<file path="src/rtl/rr_arbiter_fsm.sv">
// Four-requester round-robin arbiter with a per-owner hold limit.
// Every grant ends in a one-cycle gap before the next arbitration.
module rr_arbiter_fsm #(
    parameter int MAX_HOLD = 16
) (
    input  logic       clk,
    input  logic       reset,
    input  logic [3:0] req,
    output logic [3:0] gnt,
    output logic [1:0] gnt_id,
    output logic       busy,
    output logic       expired,
    output logic [1:0] state_dbg
);

    // Handshake: req is level-sensitive and has no ready; the owner keeps its
    // grant while req[gnt_id] stays high, until the hold limit revokes it.

    typedef enum logic [1:0] {
        IDLE  = 2'd0,
        GRANT = 2'd1,
        GAP   = 2'd2
    } state_t;

    localparam int HW = (MAX_HOLD > 1) ? $clog2(MAX_HOLD) : 1;
    localparam logic [HW-1:0] HOLD_LAST = HW'(MAX_HOLD - 1);

    state_t        state, state_nxt;
    logic [1:0]    ptr, ptr_nxt;
    logic [3:0]    gnt_nxt;
    logic [1:0]    gnt_id_nxt;
    logic [HW-1:0] hold_cnt, hold_nxt;
    logic          expired_nxt;
    logic [1:0]    win;

    // Descending scan so the smallest offset from p is the last to overwrite.
    function automatic logic [1:0] rr_pick(input logic [3:0] r, input logic [1:0] p);
        logic [1:0] idx;
        rr_pick = p;
        for (int i = 3; i >= 0; i--) begin
            idx = p + 2'(i);
            if (r[idx]) rr_pick = idx;
        end
    endfunction

    always_ff @(posedge clk) begin
        if (reset) begin
            state    <= IDLE;
            ptr      <= 2'd0;
            gnt      <= 4'd0;
            gnt_id   <= 2'd0;
            hold_cnt <= '0;
            expired  <= 1'b0;
        end else begin
            state    <= state_nxt;
            ptr      <= ptr_nxt;
            gnt      <= gnt_nxt;
            gnt_id   <= gnt_id_nxt;
            hold_cnt <= hold_nxt;
            expired  <= expired_nxt;
        end
    end

    always_comb begin
        state_nxt   = state;
        ptr_nxt     = ptr;
        gnt_nxt     = gnt;
        gnt_id_nxt  = gnt_id;
        hold_nxt    = hold_cnt;
        expired_nxt = 1'b0;
        win         = rr_pick(req, ptr);
        case (state)
            IDLE, GAP: begin
                if (|req) begin
                    state_nxt  = GRANT;
                    gnt_nxt    = 4'b0001 << win;
                    gnt_id_nxt = win;
                    hold_nxt   = '0;
                end else begin
                    state_nxt = IDLE;
                    gnt_nxt   = 4'd0;
                end
            end
            GRANT: begin
                // A release on the limit cycle wins over expiry.
                if (!req[gnt_id]) begin
                    state_nxt = GAP;
                    gnt_nxt   = 4'd0;
                    ptr_nxt   = gnt_id + 2'd1;
                end else if (hold_cnt == HOLD_LAST) begin
                    state_nxt   = GAP;
                    gnt_nxt     = 4'd0;
                    ptr_nxt     = gnt_id + 2'd1;
                    expired_nxt = 1'b1;
                end else begin
                    hold_nxt = hold_cnt + 1'b1;
                end
            end
            default: begin
                state_nxt = IDLE;
                gnt_nxt   = 4'd0;
            end
        endcase
    end

    assign busy      = (state == GRANT);
    assign state_dbg = state;

endmodule

</file>
<file path="config.mk">
export PLATFORM = sky130hd
export DESIGN_NAME = rr_arbiter_fsm
export DESIGN_NICKNAME = d
export VERILOG_FILES = /design/src/rtl/rr_arbiter_fsm.sv
export SDC_FILE = /design/constraint.sdc
export NUM_CORES = 1
export LEC_CHECK = 0
export CAP_MARGIN = 15
export CORE_UTILIZATION = 39
export CTS_CLUSTER_DIAMETER = 200
export CTS_CLUSTER_SIZE = 14
export DETAILED_ROUTE_END_ITERATION = 12
export PLACE_DENSITY = 0.7
export SYNTH_ARGS = -nofsm -noshare
export SYNTH_HDL_FRONTEND = slang
export SYNTH_SLANG_ARGS = --single-unit
</file>
<file path="constraint.sdc">
create_clock -name clk -period 1.9 [get_ports clk]
set_input_delay 0.285 -clock clk [delete_from_list [all_inputs] [get_ports clk]]
set_output_delay 0.285 -clock clk [all_outputs]
set_load 0.05 [all_outputs]
</file>
After elaboration in Yosys (flattened, before gate mapping)
Cells that the tools add are included.
Storage, ports and cells
  register bits after elaboration: 15
  output and inout port bits: 10
  word-level logic and storage cells: 64
  bits of input ports: 6
Operators by class
  equal/unequal tests: 8
  reductions and logical operators: 8
  $lt $le $gt $ge: 5
  $add $sub $neg: 5
  mux-type cells: 29
  shifts and indexed selects: 1
  bitwise gates (word level): 2
Operators by type and width (count)
  4-bit 2-to-1 mux: 6
  2-bit 2-to-1 mux: 8
  4-bit one-hot mux with 2 select lines: 2
  2-bit by 3-bit less-than comparator with 1-bit output, second input constant: 5
  1-bit binary-select mux with 2-bit select: 5
  1-bit 2-to-1 mux: 7
  2-bit by 1-bit adder with 2-bit output, second input constant: 2
  2-bit adder, second input constant: 2
  4-bit by 1-bit adder with 4-bit output, second input constant: 1
  4-bit equality test, second input constant: 1
  2-bit by 1-bit != test with 1-bit output, second input constant: 2
  2-bit != test, second input constant: 2
  2-bit one-hot mux with 2 select lines: 1
  2-bit AND reduction: 2
  4-bit AND reduction: 1
  4-bit OR reduction: 1
  1-bit by 2-bit left shift with 4-bit output, first input constant: 1
  3-bit by 2-bit != test with 1-bit output, second input constant: 1
  3-bit OR reduction: 1
  2-bit by 1-bit equality test with 1-bit output, second input constant: 1
  2-bit equality test, second input constant: 1
  2-bit zero test: 1
  1-bit inverter: 2
  2-bit nonzero test: 1
  2-bit OR reduction: 1

Depth between registers and ports, before layout
Gate-level depths: netlist of the first run.
  word-level depth: 10
  gate-level depth with buffers: 7
  depth with buffers taken out: 6

Worst setup path before layout of the first run
OpenSTA, ideal clock, no wires.
  path type: flip-flop to flip-flop
  start: reg gnt_id[0]
  end: reg hold_cnt[3]
  arrival: 1.900 ns
  clock period less this slack: 2.026 ns
  setup slack: -0.126 ns
  setup time: 0.126 ns
  required time: 1.774 ns
  buffers on the path: 1
  stages on the path, launching flop included: 7
  cell sequence: dfxtp_1 > mux4_2 > and3_1 > buf_6 > nand4_2 > xor2_1 > nor3_2
On the way
  word-level cells in the longest chain between the ends: 4
Ends and longest elaborated chain
  from (decl): RTL line 10  | output logic [1:0] gnt_id,
  from (signal assigned): RTL line 58  | gnt_id <= gnt_id_nxt;
  1-bit binary-select mux with 2-bit select: RTL line 86  | if (!req[gnt_id]) begin
  1-bit 2-to-1 mux (not written as such): RTL line 86
  2-bit by 1-bit != test with 1-bit output (no source line)
  4-bit AND reduction (no source line)
  to (signal assigned): RTL line 59  | hold_cnt <= hold_nxt;
  to (decl): RTL line 32  | logic [HW-1:0] hold_cnt, hold_nxt;
No other way between the ends. The select of a mux whose other input is x is not followed.
A chain may end at the register's enable or synchronous reset.

Worst setup path in the final report of the first run
  start: reg gnt_id[1]
  end: out gnt_id[1]
No word-level cell between the ends.

==> results.txt, run 1 <==
Synth Area per Inst -> 8.60 sq um
Synth area leader -> dfxtp_1
hold buffers post-CTS -> 0
crit start category -> flop
Vias/cell -> 5.08
max incr delay on CP -> 0.84 ns
worst-margin pin slew -> 0.552 ns
Combinational Power Share -> 30.2%
Most Crowded Layer GR -> met2
Clock Path Buffers -> 2
Cell variety after synth -> 28
Die X-Extent -> 44.3 microns
GR met3 Demand/Resource -> 7.35%
largest cells by area after synthesis -> dfxtp_1, a21oi_1, nand2b_1
fillcell total -> 146
vias in the first global route -> 688
min setup slack post-route -> 0.0732 ns
Max VDD drop -> 0.000631 V
Post-synth top flop -> dfxtp_1
TritonCTS clock tree -> done
Min-Delay Path Class -> flop to flop
CTS HTree Levels -> 1
Worst Path Max Fanout -> 4
failing checks -> design-rule violations
Clock Sinks -> 15
post-route minimum period -> 1.83 ns
Net Sw Power -> 0.250 mW
sequential-to-total area share from yosys stat -> 43.1%
Pwr Density -> 794 mW/mm^2
WHS -> 0.461 ns
number of nets in the layout -> 116
# port buffers -> 15
Starting Density -> 43.7%
Clock Skews -> 0.00215 ns
Total Power -> 0.765 mW
Util after Layout -> 60.4%
area occupied by multi-input gates -> 374 sq um
outcome -> complete, but fails checks
Row Count -> 14
Worst EP required -> 1.62 ns
first drt pass iteration count -> 8
Cell Area, Synth -> 697 sq um
asr flop ratio synth -> 0%
drt total wl -> 1.57 mm
synth warn -> 0
GRT overflow -> 0
top cells by count, synth -> dfxtp_1, a21oi_1, nand2_1, nor2_1, nand2b_1
Seq cells post-synth -> 15
Worst setup EP type -> output pin
Final HPWL DP -> 1.21 mm
# setup viols final -> 0
cts bufs inserted -> 3
Avg WL per Cell -> 11.9 microns
Clock power frac -> 23.3%
DRT antenna net count -> 0
# IOs -> 16
Ant. Diodes -> 0
crit-path cells -> clkdlybuf4s50_1
Max Slew Vio Count -> 0
die height -> 44.3 microns
met1 Use GR -> 22.7%
clock root buffer -> clkbuf_4
maxcap violations -> 0
Yosys top cell area share -> 43.1%
largest net degree at the start of global routing -> 16
Fin Setup TNS -> 0 ns
Mapped Cells -> 81
clock latency on the worst-skew pair -> 0.28 ns
Layout area overhead -> 38.2%
Core Area -> 0.00159 sq mm
Post-route DRC -> 1
Clk pin slew, worst setup/hold paths -> 0.08 ns
Total GRT Usage -> 18.9%
Slew Limit Headroom -> 63.1%
Syn Nets -> 88
f_max -> 547 MHz
placed cell area -> 937 sq um
placed cell count -> 128
design area -> 963 sq um
period utilisation layout -> 96.1%
Non-Filler Instances -> 132
setup bufs post-CTS -> 0
most frequent cell after synthesis -> dfxtp_1
routing usage on met2 -> 30.3%
post-cts resize count -> 0
Worst EP arrival -> 1.54 ns
Reg power frac -> 46.5%
RSZ-0062 raised after global routing -> no
FF/Latch Area -> 303 sq um
Starting DRT DRC Count -> 10
flop-to-flop setup slack -> 0.25 ns
vias -> 670
Worst Path Buf+Inv -> 1
Crit-path slowest cell -> clkdlybuf4s50_1
routability cong. -> 0.901
die area -> 0.00196 sq mm
Final Hold Viols -> 0
layout cells sized above 1 -> 18.5%
cell family with most CP delay -> buffers and inverters
cell internal pwr -> 0.516 mW
EDFF count, synth -> 0
switching portion of total power -> 32.6%
crit path kind -> flop to output pin
first-pass GRT wire length -> 2.73 mm
initial antenna violation count -> 0
Setup Slack @ Placement -> -0.0424 ns
Pleak -> 0.380 nW
==> path summary, 6_finish.rpt <==
| kind | start | to | depth (start not counted) |
|---|---|---|---|
| setup reg to reg | gnt_id[0]$_SDFFE_PP0P_ | hold_cnt[3]$_SDFFE_PP0P_ | 5 |
| hold / removal | gnt[1]$_SDFFE_PP0P_ | gnt[1]$_SDFFE_PP0P_ | 2 |
| hold reg to reg | gnt[1]$_SDFFE_PP0P_ | gnt[1]$_SDFFE_PP0P_ | 2 |
| setup / recovery | gnt_id[1]$_SDFFE_PP0P_ | gnt_id[1] | 1 |
==> worst min-delay path: stages, from the launching register on <==
cell,delay [ns]
dfxtp_1,0.32
nand2_1,0.05
a21oi_1,0.05
==> registers in the layout, summed over array words and instances (netlist names) <==
name,cells
expired,1
hold_cnt,4
gnt,4
ptr,2
state_dbg,2
gnt_id,2
==> metal layers <==
layer	part of all wire [%]	up-vias
met5	0	-
met4	1.7	0
met3	5.6	4
li1	-	341
met1	45	304
met2	47	21
==> layout by cell type (no fill, tap or decap) <==
master / n
inv_1: 2
dfxtp_1: 13
ha_1: 1
nand2_1: 8
a31oi_1: 1
a22oi_1: 1
a21oi_1: 11
nand3_1: 4
dfxtp_2: 2
clkbuf_1: 1
clkdlybuf4s50_1: 14
clkbuf_4: 3
nor3_2: 1
nand4_2: 1
nor4_1: 2
mux4_2: 1
o21ai_0: 2
xor2_1: 2
xnor2_1: 1
or2_2: 1
and3_1: 1
nor2_1: 8
o21a_1: 1
buf_4: 11
a211oi_1: 3
nor3_1: 1
a21o_1: 1
nand3b_1: 1
nand2b_1: 5
or3_1: 1
nor2b_1: 3
==> layout make-up <==
type | count | area share (%)
Sequential cell | 15 | 31.4
Tap cell | 24 | 3.12
Multi-Input combinational cell | 62 | 38.8
Inverter | 2 | 0.779
Timing Repair Buffer | 25 | 23.1
Clock buffer | 4 | 2.73
==> logic make-up after synthesis <==
kind of cell               share of synthesized area (%)
adders and majority gates                           1.80
muxes                                               3.23
buffers and inverters                               3.23
xor gates and xnor gates                            3.77
AOI/OAI and AO/OA                                   16.7
DFF                                                 43.1
and+or+nand+nor                                     28.2
==> power groups by stage <==
stage                     sequential [mW]  clock, mW  combinational, mW
after floorplan                     0.408          0             0.0952
after global placement              0.363          0              0.227
after detailed placement            0.363          0              0.230
after CTS                           0.356      0.183              0.232
after global routing                0.360      0.200              0.251
final                               0.356      0.178              0.231
Note: power is estimated with default switching activity, not from simulation.
==> inputs of run 2 (changes only) <==
--- a/config.mk
+++ b/config.mk
@@ -6,6 +6,7 @@
 export NUM_CORES = 1
 export LEC_CHECK = 0
 export CAP_MARGIN = 15
+export CORE_MARGIN = 2
 export CORE_UTILIZATION = 39
 export CTS_CLUSTER_DIAMETER = 200
 export CTS_CLUSTER_SIZE = 14
==> run 2 against run 1 <==
Effect of this change: the flow now finishes without violations; non-clock buffer count is the same; critical endpoint is now gnt_id[0]; clock power grew 6%; flip-flop and latch count is the same; cell count grew 0.76%; via count grew 0.90%; combinational power is essentially flat; critical path depth is the same.
==> results.txt, run 2 (synthesis results as in run 1) <==
fillcell total -> 169
# port buffers -> 15
Clk pin slew, worst setup/hold paths -> 0.09 ns
initial antenna violation count -> 0
placed cell count -> 129
cts bufs inserted -> 3
Worst EP required -> 1.62 ns
Starting Density -> 40.8%
# setup viols final -> 0
clock latency on the worst-skew pair -> 0.30 ns
min setup slack post-route -> 0.107 ns
drt total wl -> 1.63 mm
RSZ-0062 raised after global routing -> no
first drt pass iteration count -> 4
Max Slew Vio Count -> 0
Fin Setup TNS -> 0 ns
vias in the first global route -> 647
f_max -> 558 MHz
Top Registers -> gnt: 4 flops, hold_cnt: 4 flops
Row Count -> 15
Setup Slack @ Placement -> -0.0602 ns
worst-margin pin slew -> 0.566 ns
Final Hold Viols -> 0
Die X-Extent -> 46.3 microns
CTS HTree Levels -> 1
WHS -> 0.460 ns
largest net degree at the start of global routing -> 16
Util after Layout -> 56.6%
cell internal pwr -> 0.516 mW
Final HPWL DP -> 1.19 mm
Total GRT Usage -> 19.0%
Clock power frac -> 24.3%
Max VDD drop -> 0.000488 V
Vias/cell -> 5.08
Core Area -> 0.00171 sq mm
# IOs -> 16
Most Crowded Layer GR -> met2
outcome -> finished clean
met1 Use GR -> 22.1%
clock root buffer -> clkbuf_4
Reg power frac -> 46.0%
Avg WL per Cell -> 12.3 microns
Starting DRT DRC Count -> 17
max incr delay on CP -> 0.82 ns
Slew Limit Headroom -> 62.2%
most frequent cells in the layout -> dfxtp_1, clkdlybuf4s50_1, a21oi_1, buf_4
Clock Path Buffers -> 2
Pwr Density -> 801 mW/mm^2
Clock Sinks -> 15
crit start category -> flop
Non-Filler Instances -> 133
TritonCTS clock tree -> done
DRT antenna net count -> 0
routability cong. -> 0.811
number of nets in the layout -> 116
cell family with most CP delay -> buffers and inverters
Worst Path Max Fanout -> 5
die area -> 0.00214 sq mm
die height -> 46.3 microns
crit-path cells -> clkdlybuf4s50_1
routing usage on met2 -> 30.6%
Combinational Power Share -> 29.7%
layout cells sized above 1 -> 18.5%
Worst setup EP type -> output pin
post-route minimum period -> 1.79 ns
first-pass GRT wire length -> 2.78 mm
Worst Path Buf+Inv -> 1
period utilisation layout -> 94.4%
GRT overflow -> 0
vias -> 676
GR met3 Demand/Resource -> 5.10%
Min-Delay Path Class -> flop to flop
Pleak -> 0.396 nW
Ant. Diodes -> 0
setup bufs post-CTS -> 0
Clock Skews -> 0.00835 ns
Net Sw Power -> 0.259 mW
Worst EP arrival -> 1.51 ns
hold buffers post-CTS -> 0
Post-route DRC -> 0
Layout area overhead -> 38.8%
crit path kind -> flop to output pin
maxcap violations -> 0
Crit-path slowest cell -> clkdlybuf4s50_1
switching portion of total power -> 33.4%
-- run 2: cell types whose count changed in the layout (fill, tap and decap cells not counted), sizes merged --
cell,change
clkdlybuf4s50,-1
dlymetal6s2s,+1
-- run 2: final cells by class --
| cell class | instances | area, sq um | share of cell area [%] |
|---|---|---|---|
| multi-input combinational | 62 | 374 | 38.7 |
| inverter | 2 | 7.51 | 0.776 |
| clock buffer | 4 | 26.3 | 2.72 |
| sequential | 15 | 303 | 31.3 |
| timing repair buffer | 25 | 225 | 23.3 |
| tap | 25 | 31.3 | 3.23 |
-- run 2: metal layers --
layer,share of wire [%],up-vias,wire (microns)
met5,0,-,0
met4,2.6,0,43
met3,4.5,5,74
met2,47,20,760
met1,46,304,756
li1,-,347,-
-- run 2: power by group through the flow --
stage	logic, mW	clock network, mW	registers [mW]
3_5_place_dp	0.230	0	0.363
5_1_grt	0.251	0.215	0.360
3_3_place_gp	0.227	0	0.362
4_1_cts	0.231	0.196	0.356
2_1_floorplan	0.0952	0	0.408
6_report	0.230	0.189	0.356
-- run 2: what timing repair did --
item                       4_1_cts  5_1_grt
resized for setup                0        1
hold endpoints to repair         0        0
setup endpoints to repair        0        1
-- run 2: final timing paths --
kind                           from                        to  slack, ns  cells after the start
max reg2reg  gnt_id[0]$_SDFFE_PP0P_  hold_cnt[3]$_SDFFE_PP0P_       0.24                      5
max          gnt_id[0]$_SDFFE_PP0P_                 gnt_id[0]       0.11                      1
min reg2reg     gnt[2]$_SDFFE_PP0P_       gnt[2]$_SDFFE_PP0P_       0.46                      2
min             gnt[2]$_SDFFE_PP0P_       gnt[2]$_SDFFE_PP0P_       0.46                      2
-- run 2: per-stage QoR --
step           total power, mW  instance area, sq um
2_1_floorplan            0.503                   699
3_3_place_gp             0.590                   938
3_5_place_dp             0.593                   938
4_1_cts                  0.783                   965
5_1_grt                  0.825                   967
6_report                 0.775                   967
